<file path="config.mk">
export PLATFORM = sky130hd
export DESIGN_NAME = pipe_elastic_buffer
export DESIGN_NICKNAME = d
export VERILOG_FILES = /design/src/rtl/pipe_buf_pkg.sv /design/src/rtl/pipe_buf_storage.sv /design/src/rtl/pipe_elastic_buffer.sv
export SDC_FILE = /design/constraint.sdc
export NUM_CORES = 1
export LEC_CHECK = 0
export CAP_MARGIN = 10
export CORE_MARGIN = 2
export CORE_UTILIZATION = 40
export CTS_CLUSTER_SIZE = 12
export DETAILED_ROUTE_END_ITERATION = 12
export GPL_TIMING_DRIVEN = 0
export PLACE_DENSITY_LB_ADDON = 0.12
export SYNTH_ARGS = -nofsm -noshare
export SYNTH_HDL_FRONTEND = slang
export SYNTH_SLANG_ARGS = --single-unit
</file>
<file path="constraint.sdc">
create_clock -name clk -period 5.7 [get_ports clk]
set_input_delay 1.14 -clock clk [delete_from_list [all_inputs] [get_ports clk]]
set_output_delay 1.14 -clock clk [all_outputs]
set_load 0.01 [all_outputs]
</file>
<file path="src/rtl/pipe_buf_pkg.sv">
// Shared encodings and helpers for the multi-entry elastic pipeline buffer.
package pipe_buf_pkg;

   localparam int READY_REG  = 0;
   localparam int READY_PASS = 1;

   function automatic int cnt_width(input int depth);
      return $clog2(depth + 1);
   endfunction

   function automatic int ptr_width(input int entries);
      return (entries <= 2) ? 1 : $clog2(entries);
   endfunction

   // Explicit compare so non-power-of-two entry counts wrap correctly.
   function automatic int ptr_next(input int ptr, input int last);
      return (ptr == last) ? 0 : ptr + 1;
   endfunction

endpackage

</file>
<file path="src/rtl/pipe_buf_storage.sv">
// Circular register array behind the output register; combinational read of the oldest entry.
module pipe_buf_storage import pipe_buf_pkg::*; #(
   parameter int DWIDTH  = 8,
   parameter int ENTRIES = 3,
   parameter int PWIDTH  = ptr_width(ENTRIES)
) (
   input  logic              clk,
   input  logic              rstn,
   input  logic              flush,
   input  logic              wr_en,
   input  logic [DWIDTH-1:0] wr_data,
   input  logic              rd_en,
   output logic [DWIDTH-1:0] rd_data
);

   logic [DWIDTH-1:0] mem [ENTRIES];
   logic [PWIDTH-1:0] wr_ptr;
   logic [PWIDTH-1:0] rd_ptr;

   always_ff @(posedge clk) begin
      if (wr_en) mem[wr_ptr] <= wr_data;
   end

   always_ff @(posedge clk or negedge rstn) begin
      if (!rstn) begin
         wr_ptr <= '0;
         rd_ptr <= '0;
      end else if (flush) begin
         wr_ptr <= '0;
         rd_ptr <= '0;
      end else begin
         if (wr_en) wr_ptr <= PWIDTH'(ptr_next(int'(wr_ptr), ENTRIES - 1));
         if (rd_en) rd_ptr <= PWIDTH'(ptr_next(int'(rd_ptr), ENTRIES - 1));
      end
   end

   assign rd_data = mem[rd_ptr];

endmodule

</file>
<file path="src/rtl/pipe_elastic_buffer.sv">
// Multi-entry valid/ready elastic stage: registered output head plus circular storage,
// occupancy count, synchronous flush and selectable registered/pass-through upstream ready.
module pipe_elastic_buffer import pipe_buf_pkg::*; #(
   parameter int DWIDTH     = 8,
   parameter int DEPTH      = 4,
   parameter int READY_MODE = READY_REG,
   parameter int CWIDTH     = cnt_width(DEPTH)
) (
   input  logic              clk,
   input  logic              rstn,
   input  logic [DWIDTH-1:0] i_data,
   input  logic              i_valid,
   output logic              o_ready,
   output logic [DWIDTH-1:0] o_data,
   output logic              o_valid,
   input  logic              i_ready,
   input  logic              i_flush,
   output logic [CWIDTH-1:0] o_count
);

   // Handshake: a word moves on a rising edge where valid && ready on that side;
   // once valid is raised the sender holds data/valid steady until that edge.

   logic [CWIDTH-1:0] count;
   logic [CWIDTH-1:0] count_nx;
   logic              push;
   logic              pop;
   logic              full;
   logic              ready_q;
   logic              head_load;
   logic              st_empty;
   logic              st_wr;
   logic              st_rd;
   logic [DWIDTH-1:0] st_rd_data;

   assign full      = (count == CWIDTH'(DEPTH));
   assign o_ready   = (READY_MODE == READY_PASS) ? (!full || i_ready) : ready_q;
   assign push      = i_valid && o_ready;
   assign pop       = o_valid && i_ready;
   assign head_load = !o_valid || pop;
   // Head register holds one word whenever count is non-zero, so storage is empty at count<=1.
   assign st_empty  = (count <= CWIDTH'(1));
   assign st_rd     = head_load && !st_empty && !i_flush;
   assign st_wr     = push && !(head_load && st_empty) && !i_flush;
   assign count_nx  = i_flush ? '0 : (count + CWIDTH'(push) - CWIDTH'(pop));
   assign o_count   = count;

   pipe_buf_storage #(
      .DWIDTH  (DWIDTH),
      .ENTRIES (DEPTH - 1)
   ) u_storage (
      .clk     (clk),
      .rstn    (rstn),
      .flush   (i_flush),
      .wr_en   (st_wr),
      .wr_data (i_data),
      .rd_en   (st_rd),
      .rd_data (st_rd_data)
   );

   always_ff @(posedge clk or negedge rstn) begin
      if (!rstn) begin
         count   <= '0;
         ready_q <= 1'b0;
         o_valid <= 1'b0;
         o_data  <= '0;
      end else begin
         count   <= count_nx;
         ready_q <= (count_nx != CWIDTH'(DEPTH));
         if (i_flush) begin
            o_valid <= 1'b0;
         end else if (head_load) begin
            // Refill from storage first to keep order; bypass input only when storage is empty.
            if (!st_empty) begin
               o_data  <= st_rd_data;
               o_valid <= 1'b1;
            end else if (push) begin
               o_data  <= i_data;
               o_valid <= 1'b1;
            end else begin
               o_valid <= 1'b0;
            end
         end
      end
   end

   a_count_bound: assert property (@(posedge clk) disable iff (!rstn) count <= CWIDTH'(DEPTH));
   a_no_underflow: assert property (@(posedge clk) disable iff (!rstn) !(pop && count == '0));

endmodule
</file>
==> results.sh <==
export IMPL_min_from="u_storage.mem[2][0]$_DFFE_PP_"
export IMPL_die_width_microns=71.8
export IMPL_hold_violations=0
export IMPL_antenna_found_initial=0
export IMPL_grt_first_pass_wirelength_mm=6.04
export IMPL_postSynthCellCount=131
export IMPL_p_leak_uw=0.000848
export IMPL_cts_resized=0
export IMPL_routed_wl_mm=3.53
export IMPL_synth_xor_area_share_pct=0.477
export IMPL_cts_tree="yes"
export IMPL_cts_buffers=5
export IMPL_critPathMaxFanout=10
export IMPL_syn_nets=149
export IMPL_clock_tree_root_cell="clkbuf_8"
export IMPL_htree_levels=2
export IMPL_vias_per_cell=5.14
export IMPL_r2r_start="o_count[1]$_DFF_PN0_"
export IMPL_synth_top_family_by_area="multiplexers"
export IMPL_grtUsageTotal_pct=15.9
export IMPL_synth_seq_cells=41
export IMPL_ys_seq_area_share_pct=62.4
export IMPL_io_buffers=25
export IMPL_crit_type="primary input to flip-flop"
export IMPL_cellPowerDensity_mw_per_mm2=469
export IMPL_grt_max_degree=18
export IMPL_ys_types=30
export IMPL_num_io_pins=26
export IMPL_rsz0062_at_grt="no"
export IMPL_dpl_cell_area_sq_mm=0.00217
export IMPL_startpoint="i_flush"
export IMPL_worstMarginPinSlew_ns=0.992
export IMPL_drc=0
export IMPL_synth_area_sq_mm=0.00184
export IMPL_clock_latency_ns=0.29
export IMPL_syn2layout_area_growth_pct=24.0
export IMPL_num_antenna_cells=0
export IMPL_core_sq_mm=0.00438
export IMPL_period_minus_slack_ns=3.14
export IMPL_drtIter0Drc=87
export IMPL_clock_path_buffers=2
export IMPL_die_area_sq_mm=0.00515
export IMPL_drive_above_1_share_pct=19.4
export IMPL_drv_cap=0
export IMPL_die_h_microns=71.8
export IMPL_fillers=355
export IMPL_cp_data_required_time_ns=5.61
export IMPL_worstSetupStartpointType="primary input"
export IMPL_endpoint_kind="flip-flop"
export IMPL_cp_data_arrival_time_ns=3.04
export IMPL_initial_core_util_pct=41.9
export IMPL_fin_crit_sh_pct=55.0
export IMPL_wl_per_cell_microns=16.3
export IMPL_synth_mux_area_share_pct=11.6
export IMPL_overflow=0
export IMPL_report_final_slew_viol_count=0
export IMPL_fin_nets=182
export IMPL_postCtsSetupBuffers=0
export IMPL_syn_avg_cell_area_sq_um=14.0
export IMPL_synth_compound_area_share_pct=6.81
export IMPL_globalplace_congestion=0.715
export IMPL_tns_ns=0
export IMPL_setup_viol=0
export IMPL_ir_worst_vdd_mv=0.260
export IMPL_synth_simple_area_share_pct=10.8
export IMPL_synth_warnings=0
export IMPL_final_area_sq_mm=0.00228
export IMPL_ctsHoldBuffers=0
export IMPL_first_pass_iters=4
export IMPL_grt_pass1_vias=1233
export IMPL_min_path_type="flip-flop to flip-flop"
export IMPL_rows=24
export IMPL_path_clk_slew_ns=0.07
export IMPL_synth_adder_area_share_pct=3.81
export IMPL_relSlewSlack_pct=33.8
export IMPL_post_dp_hpwl_mm=2.39
export IMPL_vias=1116
export IMPL_clkSinkCount=41
export IMPL_antenna_left=0
export IMPL_fin_skew_ns=0.00971
export IMPL_status="complete, no violations"
export IMPL_clock_fmax_mhz=319
==> cells in the final DEF (no fill, tap or decap), types with 2 or more instances in the layout <==
cell,Yosys,routed
clkdlybuf4s50_1,0,25
edfxtp_1,24,24
dfrtp_1,17,17
inv_1,12,12
mux2_2,10,10
mux2i_1,10,10
nand3_1,8,8
o221ai_1,8,8
nor2_1,7,7
nor2b_1,5,5
clkbuf_8,0,5
ha_1,4,4
nand2_1,3,3
clkbuf_1,1,2
nor3_1,3,2
buf_2,2,2
o21ba_2,2,2
==> synth_stat cells (all sizes together) <==
cell    count  share of area [%]
mux2i      10                5.4
ha          4                2.7
nor2b       6                2.2
buf         3                1.2
o21ai       1               0.48
nand2       3               0.61
a21boi      1               0.41
nor2        9                2.4
nor3b       1                1.0
nor4b       1               0.48
fa          1                1.1
xnor2       1               0.48
o21bai      1                1.0
nand2b      1               0.34
clkbuf      2               0.48
dfrtp      17                 23
edfxtp     24                 39
and2        2               0.82
o221ai      8                3.8
nand3       8                2.2
nor3        3               0.82
inv        12                2.5
o21ba       2                1.1
mux2       10                6.1
==> state kept, by name (all words and copies together), names as in the netlist <==
signal            cells
o_valid               1
u_storage.mem        24
o_data                8
u_storage.wr_ptr      2
u_storage.rd_ptr      2
o_ready               1
o_count               3
==> worst paths after layout <==
| path | endpoint | slack (ns) | cells past startpoint |
|---|---|---|---|
| worst max-delay path | u_storage.mem[0][2]$_DFFE_PP_ | 2.56 | 4 |
| worst min-delay path | o_data[0]$_DFFE_PN0P_ | 0.55 | 2 |
| worst max register to register | u_storage.mem[0][2]$_DFFE_PP_ | 3.30 | 6 |
| worst min register to register | o_data[0]$_DFFE_PN0P_ | 0.55 | 2 |
| max in group asynchronous | o_data[7]$_DFFE_PN0P_ | 3.89 | 1 |
| min in group asynchronous | o_count[0]$_DFF_PN0_ | 1.31 | 1 |
==> worst max-delay path, stage by stage <==
cell	delay, ns
clkdlybuf4s50_1	0.49
clkbuf_1	0.28
nor3_1	0.30
nor2b_1	0.82
==> power breakdown <==
part           internal, uW  leakage (uW)  switching (uW)
registers               378      0.000431            39.4
clock network           129     0.0000528            95.0
logic                   221      0.000364             206
==> cell type report <==
type | count | area [sq um] | share of cell area, %
clock buffer | 6 | 72.6 | 3.19
multi-input combinational | 73 | 627 | 27.5
clock inverter | 2 | 33.8 | 1.48
buffer | 5 | 30.0 | 1.32
inverter | 12 | 45.0 | 1.98
timing repair buffer | 26 | 258 | 11.3
sequential | 41 | 1150 | 50.3
tap | 52 | 65.1 | 2.86
==> per-stage QoR <==
stage	hold WS, ns	util, %	cells	power (uW)	worst slack, ns
after detailed placement	0.544	49.5	209	856	2.21
after global placement	0.530	49.1	208	844	1.63
final	0.555	51.9	217	1070	2.56
after global routing	0.594	51.9	217	1140	2.38
after floorplan	0.521	-	131	694	2.83
after CTS	0.561	51.9	217	1080	2.51
==> cells by family after synthesis <==
group           count (synthesis)
compound gates                 13
xor+xnor                        1
fa+ha+maj                       5
buf+inv                        17
flops                          41
mux                            20
simple gates                   34
==> metal layers <==
metal	vias to the layer above	GRT usage, %	share of wire (%)
met3	2	3.52	4.2
met1	549	18.7	43
met5	-	0	0
met2	29	28.7	52
met4	0	5.03	0.34
li1	536	-	-
(Power assumes the default switching activity.)
